**src/rtl/pcm_audio_pkg.sv**
```systemverilog
// pcm_audio_pkg: shared constants for the PCM audio output path.
//   - default slot width and bit-clock divider
//   - word-select channel encoding
//   - silence bit used to fill frames when no sample is available
package pcm_audio_pkg;

  localparam int   PCM_DATA_W_DEF  = 16;
  localparam int   PCM_CLK_DIV_DEF = 4;

  localparam logic WS_LEFT  = 1'b0;
  localparam logic WS_RIGHT = 1'b1;

  localparam logic PCM_SILENCE_BIT = 1'b0;

endpackage

```
**src/rtl/pcm_sck_gen.sv**
```systemverilog
// pcm_sck_gen: divides the system clock down to the I2S bit clock.
//   clk, reset : system clock, asynchronous active-low reset
//   sck        : bit clock, low out of reset, toggles every CLK_DIV clk cycles
//   fall_tick  : one-clk strobe, high during the cycle whose edge drives sck low
module pcm_sck_gen
  import pcm_audio_pkg::*;
#(
  parameter int CLK_DIV = PCM_CLK_DIV_DEF
) (
  input  logic clk,
  input  logic reset,
  output logic sck,
  output logic fall_tick
);

  localparam int            CW       = (CLK_DIV > 1) ? $clog2(CLK_DIV) : 1;
  localparam logic [CW-1:0] DIV_LAST = CW'(CLK_DIV - 1);

  logic [CW-1:0] div_cnt_q, div_cnt_d;
  logic          sck_q, sck_d;
  logic          wrap;

  always_comb begin
    wrap      = (div_cnt_q == DIV_LAST);
    div_cnt_d = wrap ? '0 : div_cnt_q + CW'(1);
    sck_d     = wrap ? ~sck_q : sck_q;
  end

  always_ff @(posedge clk or negedge reset) begin
    if (!reset) begin
      div_cnt_q <= '0;
      sck_q     <= 1'b0;
    end else begin
      div_cnt_q <= div_cnt_d;
      sck_q     <= sck_d;
    end
  end

  assign sck       = sck_q;
  // A wrap while sck is high is the edge that takes sck low.
  assign fall_tick = wrap & sck_q;

endmodule

```
**src/rtl/pcm_i2s_tx.sv**
```systemverilog
// pcm_i2s_tx: stereo PCM to I2S transmitter with a one-sample holding register.
//   clk, reset        : system clock, asynchronous active-low reset
//   sample_l/sample_r : PCM pair, accepted on sample_valid && sample_ready
//   sample_ready      : holding register empty
//   underrun_clr      : clears the sticky underrun flag (a coincident set wins)
//   sck, ws, sd       : I2S bit clock, word select (0 = left), serial data MSB first
//   underrun          : sticky, set when a frame starts with no sample buffered
// Build option: define PCM_TX_LJ_EN for left-justified word select (ws changes
// with the MSB instead of one bit ahead of it).
module pcm_i2s_tx
  import pcm_audio_pkg::*;
#(
  parameter int DATA_W  = PCM_DATA_W_DEF,
  parameter int CLK_DIV = PCM_CLK_DIV_DEF
) (
  input  logic              clk,
  input  logic              reset,
  input  logic [DATA_W-1:0] sample_l,
  input  logic [DATA_W-1:0] sample_r,
  input  logic              sample_valid,
  output logic              sample_ready,
  input  logic              underrun_clr,
  output logic              sck,
  output logic              ws,
  output logic              sd,
  output logic              underrun
);

  localparam int            FRAME_W  = 2 * DATA_W;
  localparam int            BW       = $clog2(FRAME_W);
  localparam logic [BW-1:0] BIT_LAST = BW'(FRAME_W - 1);
  localparam logic [BW-1:0] HALF     = BW'(DATA_W);

  logic               fall_tick;
  logic               frame_load;
  logic               wr_en;
  logic [BW-1:0]      ws_cnt;

  logic [BW-1:0]      bit_cnt_q, bit_cnt_d;
  logic [FRAME_W-1:0] shift_q, shift_d;
  logic [DATA_W-1:0]  hold_l_q, hold_l_d;
  logic [DATA_W-1:0]  hold_r_q, hold_r_d;
  logic               hold_full_q, hold_full_d;
  logic               underrun_q, underrun_d;
  logic               ws_q, ws_d;

  pcm_sck_gen #(.CLK_DIV(CLK_DIV)) u_sck_gen (
    .clk       (clk),
    .reset     (reset),
    .sck       (sck),
    .fall_tick (fall_tick)
  );

  always_comb begin
    frame_load  = fall_tick && (bit_cnt_q == BIT_LAST);
    // Load and write look at the same pre-edge hold_full_q, so a write landing
    // on the load edge goes out one frame later (no bypass).
    wr_en       = sample_valid && !hold_full_q;

    bit_cnt_d   = bit_cnt_q;
    shift_d     = shift_q;
    hold_l_d    = hold_l_q;
    hold_r_d    = hold_r_q;
    hold_full_d = hold_full_q;
    underrun_d  = underrun_q;
    ws_d        = ws_q;

    if (fall_tick) begin
      bit_cnt_d = frame_load ? '0 : bit_cnt_q + BW'(1);
      shift_d   = {shift_q[FRAME_W-2:0], PCM_SILENCE_BIT};
    end

`ifdef PCM_TX_LJ_EN
    ws_cnt = bit_cnt_d;
`else
    // I2S: ws reflects the bit after the one being sent, giving the one-bit lead.
    ws_cnt = (bit_cnt_d == BIT_LAST) ? '0 : bit_cnt_d + BW'(1);
`endif
    if (fall_tick)
      ws_d = (ws_cnt >= HALF) ? WS_RIGHT : WS_LEFT;

    if (underrun_clr)
      underrun_d = 1'b0;

    if (frame_load) begin
      if (hold_full_q) begin
        shift_d     = {hold_l_q, hold_r_q};
        hold_full_d = 1'b0;
      end else begin
        shift_d     = {FRAME_W{PCM_SILENCE_BIT}};
        underrun_d  = 1'b1;
      end
    end

    if (wr_en) begin
      hold_l_d    = sample_l;
      hold_r_d    = sample_r;
      hold_full_d = 1'b1;
    end
  end

  always_ff @(posedge clk or negedge reset) begin
    if (!reset) begin
      bit_cnt_q   <= '0;
      shift_q     <= '0;
      hold_l_q    <= '0;
      hold_r_q    <= '0;
      hold_full_q <= 1'b0;
      underrun_q  <= 1'b0;
      ws_q        <= WS_LEFT;
    end else begin
      bit_cnt_q   <= bit_cnt_d;
      shift_q     <= shift_d;
      hold_l_q    <= hold_l_d;
      hold_r_q    <= hold_r_d;
      hold_full_q <= hold_full_d;
      underrun_q  <= underrun_d;
      ws_q        <= ws_d;
    end
  end

  assign sd           = shift_q[FRAME_W-1];
  assign ws           = ws_q;
  assign underrun     = underrun_q;
  assign sample_ready = ~hold_full_q;

endmodule

```
**config.mk**
```make
export PLATFORM = sky130hd
export DESIGN_NAME = pcm_i2s_tx
export DESIGN_NICKNAME = d
export VERILOG_FILES = /design/src/rtl/pcm_audio_pkg.sv /design/src/rtl/pcm_sck_gen.sv /design/src/rtl/pcm_i2s_tx.sv
export SDC_FILE = /design/constraint.sdc
export NUM_CORES = 1
export LEC_CHECK = 0
export ABC_AREA = 1
export BUFFER_PORTS_ARGS = -buffer_cell sky130_fd_sc_hd__buf_2
export CORE_ASPECT_RATIO = 0.5
export CORE_MARGIN = 1
export CORE_UTILIZATION = 50
export CTS_BUF_LIST = sky130_fd_sc_hd__clkbuf_16
export DETAILED_ROUTE_END_ITERATION = 7
export MAX_ROUTING_LAYER = met4
export PLACE_DENSITY = 0.78
export SYNTH_ARGS = -nofsm -noshare
export SYNTH_HDL_FRONTEND = slang
export SYNTH_SLANG_ARGS = --single-unit
```
**constraint.sdc**
```tcl
create_clock -name clk -period 2.6 [get_ports clk]
set_input_delay 0.26 -clock clk [delete_from_list [all_inputs] [get_ports clk]]
set_output_delay 0.26 -clock clk [all_outputs]
set_load 0.1 [all_outputs]
```
==> key figures <==
Run status
  • Status: completed

Floorplan
  • Core ar.: 6130 um2
  • Die H: 58.6 um
  • Die X-Extent: 115 um
  • Row count: 20
  • Die area: 6750 um2
  • Initial core utilization: 0.522
  • IO Pins: 41

Yosys
  • Sequential-to-total area share from yosys stat: 0.586
  • Unique masters post-synth: 20
  • Syn Nets: 344
  • Post-Syn Area: 3200 um2
  • Synth warn: 0
  • Flops & latches, synth: 75
  • Cells after synthesis: 305
  • Synthesized area per cell: 10.5 um2

Final layout
  • Layout cells sized above 1: 0.290
  • # diodes: 0
  • Area Growth Syn to Fin: 18.0%
  • Fill cell count: 464
  • Final Util: 0.616
  • Post-route cell area: 3780 um2
  • Fin nets: 382

Critical path
  • Worst reg2reg startpoint: bit_cnt_q[0]
  • WP data required: 2.82 ns
  • Setup crit end kind: register
  • Crit path DAT: 2.20 ns
  • Startpoint Class: register
  • R2R depth: 13
  • Max FO, Critical Path: 17
  • Reg2reg end: ws
  • Critical path type: register to register
  • R2R Setup Slk: 0.62 ns

STA
  • Final setup violation count: 0
  • Final hold vios: 0
  • Total Neg Setup Slack: 0 ns
  • Slew HR: 0.677
  • Min Tclk post-route: 1.98 ns
  • Final slew viol count: 0
  • Final period util: 0.763
  • Layout Skew: 0.00492 ns
  • RSZ-0062 raised after global routing: false
  • Fmax: 504 MHz
  • Least-Margin Pin Slew: 0.488 ns
  • Post-route setup slack: 0.616 ns

Clock tree
  • CTS-repair resized insts: 0
  • Total CTS buffers: 9
  • Clock H-tree levels: 3
  • Root Driver: clkbuf_16
  • Clock Path Buffers: 2
  • Worst skew pair latency: 0.33 ns
  • Clk pin slew, worst setup/hold paths: 0.05 ns
  • CTS sink count: 75
  • TritonCTS clock tree: yes

GRT
  • Initial antenna violation count: 0
  • Vias in the first global route: 2333
  • Largest net degree at the start of global routing: 76
  • GRT Util Overall: 0.218
  • Global-route wire length before repair: 10700 um
  • Grt total ovfl: 0

Detailed routing
  • Avg Vias per Cell: 5.38
  • DRC viols: 0
  • DRT antenna net count: 0
  • Via count of the routed design: 2347
  • WL per Instance: 14.7 um
  • Pre-antenna DRT Iters: 4
  • Initial DRC Count: 101
  • Routed wire length: 6400 um

Place
  • DP Area: 3460 um2
  • DP Worst Slack: 0.672 ns
  • Post-DP HPWL: 3980 um
  • Port Buffer Count: 40
  • Routability cong.: 0.800

Worst hold path
  • Hold EP: underrun
  • Hold Crit Start: underrun_clr
  • Worst hold stages: 2
  • HP Class: input port to register

Job
  • Max Cap Viol: 0

Power
  • Peak supply drop: 0.287 mV
  • Tot Pwr: 2.51 mW
  • Power Dens Cells: 663 nW/um2
  • Static leakage power: 1.95 nW
## power breakdown
part	internal (mW)	total (mW)	switching, mW
clock	0.829	1.29	0.457
sequential	1.17	1.17	0.0000000000000000282
combinational	0.0227	0.0520	0.0293
total	2.02	2.51	0.486
## registers in the layout (all words and copies together), names as in the netlist
signal	flops
hold_r_q	16
bit_cnt_q	5
u_sck_gen.div_cnt_q	2
hold_l_q	16
u_sck_gen.sck	1
ws	1
hold_full_q	1
underrun	1
shift_q	32
## worst max-delay path by stage
stage | cells past startpoint | slack [ns] | start | to
finish | 13 | 0.62 | bit_cnt_q[0] | ws
global route | 10 | 0.45 | u_sck_gen.div_cnt_q[0] | ws
CTS | 13 | 0.65 | bit_cnt_q[0] | ws
detailed placement | 13 | 0.67 | bit_cnt_q[0] | ws
global placement | 10 | 0.74 | u_sck_gen.div_cnt_q[0] | ws
floorplan | 8 | 0.77 | u_sck_gen.sck | ws
## cells in the final DEF, fill, tap and decap left out
cell,count
a32o_1,1
bufinv_16,2
nor2_1,41
nor2_2,1
buf_12,1
inv_2,3
or2_2,1
o22ai_1,1
inv_1,9
a21oi_1,62
dfrtp_1,75
clkinvlp_4,1
clkinv_2,2
dlygate4sd3_1,1
buf_2,40
ha_1,3
nand3_1,35
nand2_2,1
nand2_1,17
o21ai_0,2
mux2_2,32
buf_4,6
clkbuf_16,9
nand2_4,1
o21bai_2,1
## synthesized netlist by cell type (all sizes together)
master / number / area [um2]
inv: 10 / 37.5
o21bai: 1 / 11.3
nand3: 35 / 175
mux2: 32 / 360
a21oi: 62 / 310
or2: 1 / 6.26
nor2: 42 / 160
clkbuf: 9 / 33.8
buf: 12 / 85.1
a32o: 1 / 10.0
o22ai: 1 / 6.26
o21ai: 2 / 10.0
ha: 3 / 37.5
nand2: 19 / 81.3
dfrtp: 75 / 1880
## what timing repair did
action / 4_1_cts / 5_1_grt
hold buffers: 1 / 0
endpoints found under the hold margin: 75 / 0
buffers inserted: 0 / 0
## cell families after synthesis
logic type / count (synthesis) / synth area share
adders and majority gates: 3 / 0.0117
buffers and inverters: 31 / 0.0488
and+or+nand+nor: 97 / 0.132
DFF: 75 / 0.586
AOI/OAI and AO/OA: 67 / 0.109
muxes: 32 / 0.113
## layer usage
layer,GRT usage,share of wire,routed length [um],up-vias
met5,-,0,0,-
met4,0.0798,0.015,96,0
met3,0.0659,0.056,357,9
met2,0.342,0.48,3090,71
met1,0.273,0.45,2860,1152
li1,-,-,-,1115
## worst max-delay path, stage by stage, from the launching register on
cell and delay [ns]:
dfrtp_1 0.40, ha_1 0.22, nand2_1 0.10, nor2_1 0.05, ha_1 0.19, buf_4 0.20, inv_2 0.07, nor2_1 0.07
nor2_1 0.18, nand3_1 0.11, nor2_2 0.11, nand2_1 0.06, nand2_1 0.05, nand2_1 0.04
## layout make-up
type / count / area (um2) / area share
Inverter: 10 / 37.5 / 0.00993
Timing Repair Buffer: 48 / 275 / 0.0728
Multi-Input combinational cell: 199 / 1170 / 0.309
Clock buffer: 9 / 225 / 0.0596
Tap cell: 88 / 110 / 0.0291
Clock inverter: 7 / 85.1 / 0.0225
Sequential cell: 75 / 1880 / 0.497
## stage by stage
| step | std cells | hold WS (ns) |
|---|---|---|
| CTS | 436 | 0.111 |
| detailed placement | 419 | 0.319 |
| global route | 436 | 0.106 |
| finish | 436 | 0.111 |
| global placement | 419 | 0.313 |
| floorplan | 305 | -0.0356 |
(Power assumes the default switching activity.)
